`src/rtl/switch_scan_debouncer_if.sv`:
```
// Switch debouncer signal bundle.
//   i_Switch  : raw, unsynchronised switch pins (driven by the board side)
//   o_Switch  : debounced levels
//   o_Press   : one-cycle pulse on a debounced 0->1 transition
//   o_Release : one-cycle pulse on a debounced 1->0 transition
//   o_Busy    : high while the scan sequencer walks the channels
// master drives the raw pins and observes the results; slave is the debouncer.
interface switch_scan_debouncer_if #(
  parameter int NUM_SW = 4
);
  logic [NUM_SW-1:0] i_Switch;
  logic [NUM_SW-1:0] o_Switch;
  logic [NUM_SW-1:0] o_Press;
  logic [NUM_SW-1:0] o_Release;
  logic              o_Busy;

  modport master (output i_Switch, input o_Switch, o_Press, o_Release, o_Busy);
  modport slave  (input i_Switch, output o_Switch, o_Press, o_Release, o_Busy);
endinterface

```
`src/rtl/switch_scan_debouncer.sv`:
```
// Time-multiplexed switch debouncer.
// One free-running prescaler produces a sample tick; on each tick every
// synchronised switch is snapshotted together, then a scan sequencer visits
// one channel per clock and runs that channel's compare/update step.
// Ports:
//   i_Clk   : system clock
//   i_Rst_L : asynchronous active-low reset
//   sw      : switch_scan_debouncer_if.slave (raw pins in, levels/pulses/busy out)

// Per-channel state: debounced level, run-length counter, event pulses.
// svc is high for the single cycle in which the scanner owns this channel.
module switch_scan_debouncer_lane #(
  parameter int STABLE_TICKS = 1000,
  parameter int CW           = 10
) (
  input  logic clk,
  input  logic rst_n,
  input  logic svc,
  input  logic smp,
  output logic lvl,
  output logic press,
  output logic rel
);
  logic [CW-1:0] cnt;

  always_ff @(posedge clk or negedge rst_n) begin
    if (!rst_n) begin
      cnt   <= '0;
      lvl   <= 1'b0;
      press <= 1'b0;
      rel   <= 1'b0;
    end else begin
      press <= 1'b0;
      rel   <= 1'b0;
      if (svc) begin
        if (smp == lvl) begin
          // any agreeing sample restarts the window
          cnt <= '0;
        end else if (cnt == CW'(STABLE_TICKS - 1)) begin
          lvl   <= smp;
          cnt   <= '0;
          press <= smp;
          rel   <= ~smp;
        end else begin
          cnt <= cnt + CW'(1);
        end
      end
    end
  end
endmodule

module switch_scan_debouncer #(
  parameter int NUM_SW       = 4,
  parameter int TICK_DIV     = 250,
  parameter int STABLE_TICKS = 1000
) (
  input logic                  i_Clk,
  input logic                  i_Rst_L,
  switch_scan_debouncer_if.slave sw
);
  localparam int PW = $clog2(TICK_DIV);
  localparam int CW = $clog2(STABLE_TICKS);
  localparam int IW = (NUM_SW > 1) ? $clog2(NUM_SW) : 1;

  // A scan must finish before the next tick can arrive.
  if (TICK_DIV <= NUM_SW + 1) begin : g_bad_div
    $error("TICK_DIV must exceed NUM_SW+1");
  end
  if (NUM_SW < 1 || NUM_SW > 8) begin : g_bad_nsw
    $error("NUM_SW must be 1..8");
  end
  if (STABLE_TICKS < 2) begin : g_bad_stable
    $error("STABLE_TICKS must be at least 2");
  end

  typedef enum logic {IDLE, SCAN} state_t;

  state_t            state;
  logic [PW-1:0]     pcnt;
  logic              tick;
  logic [NUM_SW-1:0] sync1, sync2;
  logic [NUM_SW-1:0] snap;
  logic [IW-1:0]     idx;
  logic              busy;
  logic [NUM_SW-1:0] svc, lvl, press, rel;

  assign tick = (pcnt == PW'(TICK_DIV - 1));

  // Prescaler free-runs; the scan never stalls it.
  always_ff @(posedge i_Clk or negedge i_Rst_L) begin
    if (!i_Rst_L) pcnt <= '0;
    else          pcnt <= tick ? '0 : pcnt + PW'(1);
  end

  always_ff @(posedge i_Clk or negedge i_Rst_L) begin
    if (!i_Rst_L) begin
      sync1 <= '0;
      sync2 <= '0;
    end else begin
      sync1 <= sw.i_Switch;
      sync2 <= sync1;
    end
  end

  // Scan sequencer: snapshot all channels on tick, then walk idx 0..NUM_SW-1.
  always_ff @(posedge i_Clk or negedge i_Rst_L) begin
    if (!i_Rst_L) begin
      state <= IDLE;
      snap  <= '0;
      idx   <= '0;
      busy  <= 1'b0;
    end else begin
      case (state)
        IDLE: if (tick) begin
          snap  <= sync2;
          idx   <= '0;
          state <= SCAN;
          busy  <= 1'b1;
        end
        SCAN: begin
          idx <= idx + IW'(1);
          if (idx == IW'(NUM_SW - 1)) begin
            state <= IDLE;
            busy  <= 1'b0;
          end
        end
        default: begin
          state <= IDLE;
          busy  <= 1'b0;
        end
      endcase
    end
  end

  for (genvar k = 0; k < NUM_SW; k++) begin : g_svc
    assign svc[k] = (state == SCAN) && (idx == IW'(k));
  end

  switch_scan_debouncer_lane #(
    .STABLE_TICKS(STABLE_TICKS),
    .CW(CW)
  ) u_lane [NUM_SW-1:0] (
    .clk  (i_Clk),
    .rst_n(i_Rst_L),
    .svc  (svc),
    .smp  (snap),
    .lvl  (lvl),
    .press(press),
    .rel  (rel)
  );

  assign sw.o_Switch  = lvl;
  assign sw.o_Press   = press;
  assign sw.o_Release = rel;
  assign sw.o_Busy    = busy;
endmodule

```
`src/flat_wrapper.sv`:
```
// flat-port wrapper written by rule: the top's interface ports become plain ports
module switch_scan_debouncer_flat 
#(
  parameter int NUM_SW       = 4,
  parameter int TICK_DIV     = 250,
  parameter int STABLE_TICKS = 1000
)
  (i_Clk, i_Rst_L, sw_i_Switch, sw_o_Switch, sw_o_Press, sw_o_Release, sw_o_Busy);
  switch_scan_debouncer_if #(.NUM_SW(NUM_SW)) sw_i ();
  input logic i_Clk;
  input logic i_Rst_L;
  input wire logic [$bits(sw_i.i_Switch)-1:0] sw_i_Switch;
  output wire logic [$bits(sw_i.o_Switch)-1:0] sw_o_Switch;
  output wire logic [$bits(sw_i.o_Press)-1:0] sw_o_Press;
  output wire logic [$bits(sw_i.o_Release)-1:0] sw_o_Release;
  output wire logic [$bits(sw_i.o_Busy)-1:0] sw_o_Busy;
  assign sw_i.i_Switch = sw_i_Switch;
  assign sw_o_Switch = sw_i.o_Switch;
  assign sw_o_Press = sw_i.o_Press;
  assign sw_o_Release = sw_i.o_Release;
  assign sw_o_Busy = sw_i.o_Busy;
  switch_scan_debouncer #(.NUM_SW(NUM_SW), .TICK_DIV(TICK_DIV), .STABLE_TICKS(STABLE_TICKS)) u_core (.i_Clk(i_Clk), .i_Rst_L(i_Rst_L), .sw(sw_i));
endmodule
```
`config.mk`:
```
export PLATFORM = sky130hd
export DESIGN_NAME = switch_scan_debouncer_flat
export DESIGN_NICKNAME = d
export VERILOG_FILES = /design/src/rtl/switch_scan_debouncer_if.sv /design/src/rtl/switch_scan_debouncer.sv /design/src/flat_wrapper.sv
export SDC_FILE = /design/constraint.sdc
export NUM_CORES = 1
export LEC_CHECK = 0
export ABC_AREA = 1
export BUFFER_PORTS_ARGS = -buffer_cell sky130_fd_sc_hd__clkbuf_2
export CAP_MARGIN = 20
export CELL_PAD_IN_SITES_DETAIL_PLACEMENT = 1
export CELL_PAD_IN_SITES_GLOBAL_PLACEMENT = 1
export CORE_UTILIZATION = 40
export DETAILED_ROUTE_END_ITERATION = 16
export PLACE_DENSITY = 0.69
export SYNTH_ARGS = -nofsm -noshare
export SYNTH_HDL_FRONTEND = slang
export SYNTH_SLANG_ARGS = --single-unit
```
`constraint.sdc`:
```
create_clock -name i_Clk -period 1.6 [get_ports i_Clk]
set_clock_uncertainty 0.2 [all_clocks]
set_input_delay 0.08 -clock i_Clk [delete_from_list [all_inputs] [get_ports i_Clk]]
set_output_delay 0.08 -clock i_Clk [all_outputs]
set_load 0.05 [all_outputs]
```
==> flow_metrics.tcl <==
set metrics [dict create \
    wl_microns 8910 \
    crit_family "simple AND/OR/NAND/NOR gates" \
    clk_pin_slew_ns 0.09 \
    synth.distinct_cells 34 \
    fmax_ghz 0.631 \
    yosys_warnings 0 \
    io_pins 19 \
    fin_cells 643 \
    synth_fp_nets 471 \
    layout-drive-gt1-share 0.257 \
    synthesis.area_sq_um 3900 \
    worstReg2RegEnd "u_core.u_lane[0].cnt[4]" \
    max_slew_margin 0.803 \
    drcViolationCount 0 \
    hold_depth 0 \
    crit_cells 8 \
    cts-buffers-inserted 9 \
    drv_cap 0 \
    wl_per_cell_microns 13.9 \
    tightest_slew_ns 0.296 \
    grt_pass1_vias 3264 \
    power_mw 3.48 \
    dp_hpwl_microns 6210 \
    num_antenna_cells 0 \
    htree_levels 3 \
    ys_seq_area_frac 0.487 \
    fin_ws_ns 0.0158 \
    hold_viol_final 0 \
    cts_tree "done" \
    nNetsFinal 525 \
    final-max-slew-violation-count 0 \
    leakage_nw 2.21 \
    start_kind "flop" \
    critical_path.endpoint_type "flop" \
    port-buffer-count 18 \
    reg2reg_from "u_core.idx[0]" \
    critical_path_class "reg -> reg" \
    die_area_sq_um 10200 \
    finalCritPeriodShare 0.990 \
    area_delta_synth_final_pct 23.4 \
    hold_class "reg -> reg" \
    vias 3136 \
    dr.pass1.iters 4 \
    grt_pass1_wl_microns 15200 \
    initial_core_util 0.419 \
    grt_max_degree 35 \
    peakVddDrop_mv 0.423 \
    grt_usage 0.195 \
    min_from "u_core.sync1[3]" \
    overflow 0 \
    slowest_stage "dfrtp_1" \
    clkLatencyLatePin_ns 0.36 \
    ant_nets 0 \
    setup_viol 0 \
    cpPeakStageDelay_ns 0.43 \
    rsz0062_at_grt "yes" \
    whs_endpoint "u_core.sync2[3]" \
    num_rows 35 \
    crit_required_ns 1.69 \
    arrival_ns 1.68 \
    place_ws_ns -0.0823 \
    viasPerCell 4.88 \
    core_region_area_sq_um 9330 \
    cts_sinks 76 \
    fp.dieH_microns 101 \
    period_needed_ns 1.58 \
    worstPathMaxFanout 7 \
    outcome "complete, no violations" \
    cp_cell_sequence "inv_2, ha_4, nand2_8, inv_6, nand2_4, nor2_4, nand3_2, o21ai_2" \
    tns_ns 0 \
    cts-root-buf "clkbuf_8" \
    die_w_microns 101 \
    placed_cells 612 \
    r2r_slack_ns 0.02 \
    synth_seq_cells 76 \
    power_density_nw_per_um2 722 \
    syn_inst 455 \
    place_congestion 0.763 \
    reg2reg_depth 8 \
    cts_buffer_depth 2 \
    synth.avg_cell_area_sq_um 8.58 \
    antenna_found_initial 0 \
    drt_iter0_drc 82 \
    cp_num_buf_inv 2 \
]
cells in the final DEF, fill, tap and decap left out, types with 2 or more instances in the layout:
cell type and n:
nand2_1 113, dfrtp_1 74, inv_1 43, nor2_1 37, buf_4 30, nand3_1 27, o21ai_0 22, clkbuf_2 17
nor2_4 12, a21oi_1 11, o21ai_1 10, o22ai_1 9, clkbuf_8 9, nand2_2 8, nand2_4 6, xor2_1 6
nand3_2 6, dlygate4sd3_1 6, xnor2_1 5, inv_2 5, ha_4 5, nand2_8 4, nor3_1 4, nor2_2 4
clkinv_4 3, nand4_1 3, o21bai_1 3, nand3_4 3, ha_2 3, o21a_1 2, o31ai_1 2, nor3_4 2
o21ai_2 2, ha_1 2, clkinv_2 2, buf_12 2, dfrtp_2 2
worst max-delay path by stage:
stage                               to  slack (ns)            from
2_1_floorplan     u_core.u_lane[2].lvl        0.09   u_core.idx[0]
3_3_place_gp   u_core.u_lane[1].cnt[6]       -0.01   u_core.idx[1]
3_5_place_dp   u_core.u_lane[1].cnt[6]       -0.08   u_core.idx[1]
4_1_cts        u_core.u_lane[0].cnt[5]       -0.02   u_core.idx[0]
5_1_grt                 u_core.snap[3]       -0.08  u_core.pcnt[1]
6_report       u_core.u_lane[0].cnt[4]        0.02   u_core.idx[0]
through the flow:
stage | utilization | instance area [sq um] | hold WS [ns]
global route | 0.517 | 4820 | 0.142
detailed placement | 0.455 | 4250 | -0.154
global placement | 0.455 | 4250 | -0.161
finish | 0.517 | 4820 | 0.157
CTS | 0.486 | 4540 | 0.136
floorplan | - | 3900 | -0.416
logic make-up after synthesis:
| kind of cell | synth area share |
|---|---|
| XOR/XNOR | 0.0247 |
| flip-flops | 0.487 |
| AND/OR/NAND/NOR | 0.281 |
| adder cells (fa/ha/maj) | 0.0321 |
| buffers and inverters | 0.0792 |
| AO/OA/AOI/OAI | 0.0962 |
synth_stat cells:
cell type,n,share of area
nand3_2,2,0.0051
nand3b_1,1,0.0019
nand3_1,34,0.044
clkinv_4,1,0.0022
ha_1,10,0.032
o21ai_1,6,0.0077
o21bai_1,3,0.0058
xnor2_1,5,0.011
buf_2,1,0.0013
nand4_1,3,0.0048
nand2_4,3,0.0087
o22ai_1,9,0.014
clkinv_2,1,0.0013
o21bai_4,1,0.0048
nor3_2,2,0.0051
a21oi_1,11,0.014
nand2_2,4,0.0064
o21a_1,2,0.0038
inv_1,48,0.046
nor2_2,5,0.0080
nand2_8,4,0.021
nor2_4,4,0.012
xor2_1,6,0.013
buf_12,1,0.0051
nor2_1,43,0.041
o31ai_1,2,0.0038
dfrtp_1,76,0.49
a31oi_1,1,0.0016
a21oi_4,1,0.0042
nor3_1,4,0.0051
o21ai_0,28,0.036
buf_4,12,0.023
nand2_1,120,0.12
nor3b_2,1,0.0032
per-layer routing:
layer | part of all wire | routed length [microns] | vias up | global-route usage
met2 | 0.50 | 4450 | 23 | 0.329
met4 | 0.012 | 104 | 0 | 0.0602
met5 | 0 | 0 | - | 0
li1 | - | - | 1564 | -
met3 | 0.025 | 226 | 7 | 0.0541
met1 | 0.46 | 4130 | 1542 | 0.241
area by class of cell:
type                            instances  area (sq um)
Multi-Input combinational cell        316          1940
Sequential cell                        76          1900
Timing Repair Buffer                   56           422
Clock buffer                           10           128
Clock inverter                          6          65.1
Tap cell                              129           161
Fill cell                            1096          4510
Inverter                               50           198
where the power goes:
group          leakage (nW)  internal [mW]  switching, mW
sequential             1.03           1.93        0.00458
combinational          1.09         0.0234         0.0425
clock                0.0962          0.721          0.757
total                  2.21           2.67          0.804
registers in the layout, indices dropped and copies added (netlist names):
signal / count
u_core.idx: 2
u_core.pcnt: 8
u_core.snap: 4
u_core.state: 1
u_core.sw.o_Busy: 1
u_core.sync1: 4
u_core.sync2: 4
u_core.u_lane.cnt: 40
u_core.u_lane.lvl: 4
u_core.u_lane.press: 4
u_core.u_lane.rel: 4
timing repair:
item / CTS / global route
gates cloned: 0 / 1
setup endpoints to repair: 17 / 62
hold buffers: 6 / 0
buffers inserted: 2 / 6
pin swaps: 2 / 20
resized for setup: 6 / 62
endpoints found under the hold margin: 80 / 0
Note: power is estimated with default switching activity, not from simulation.
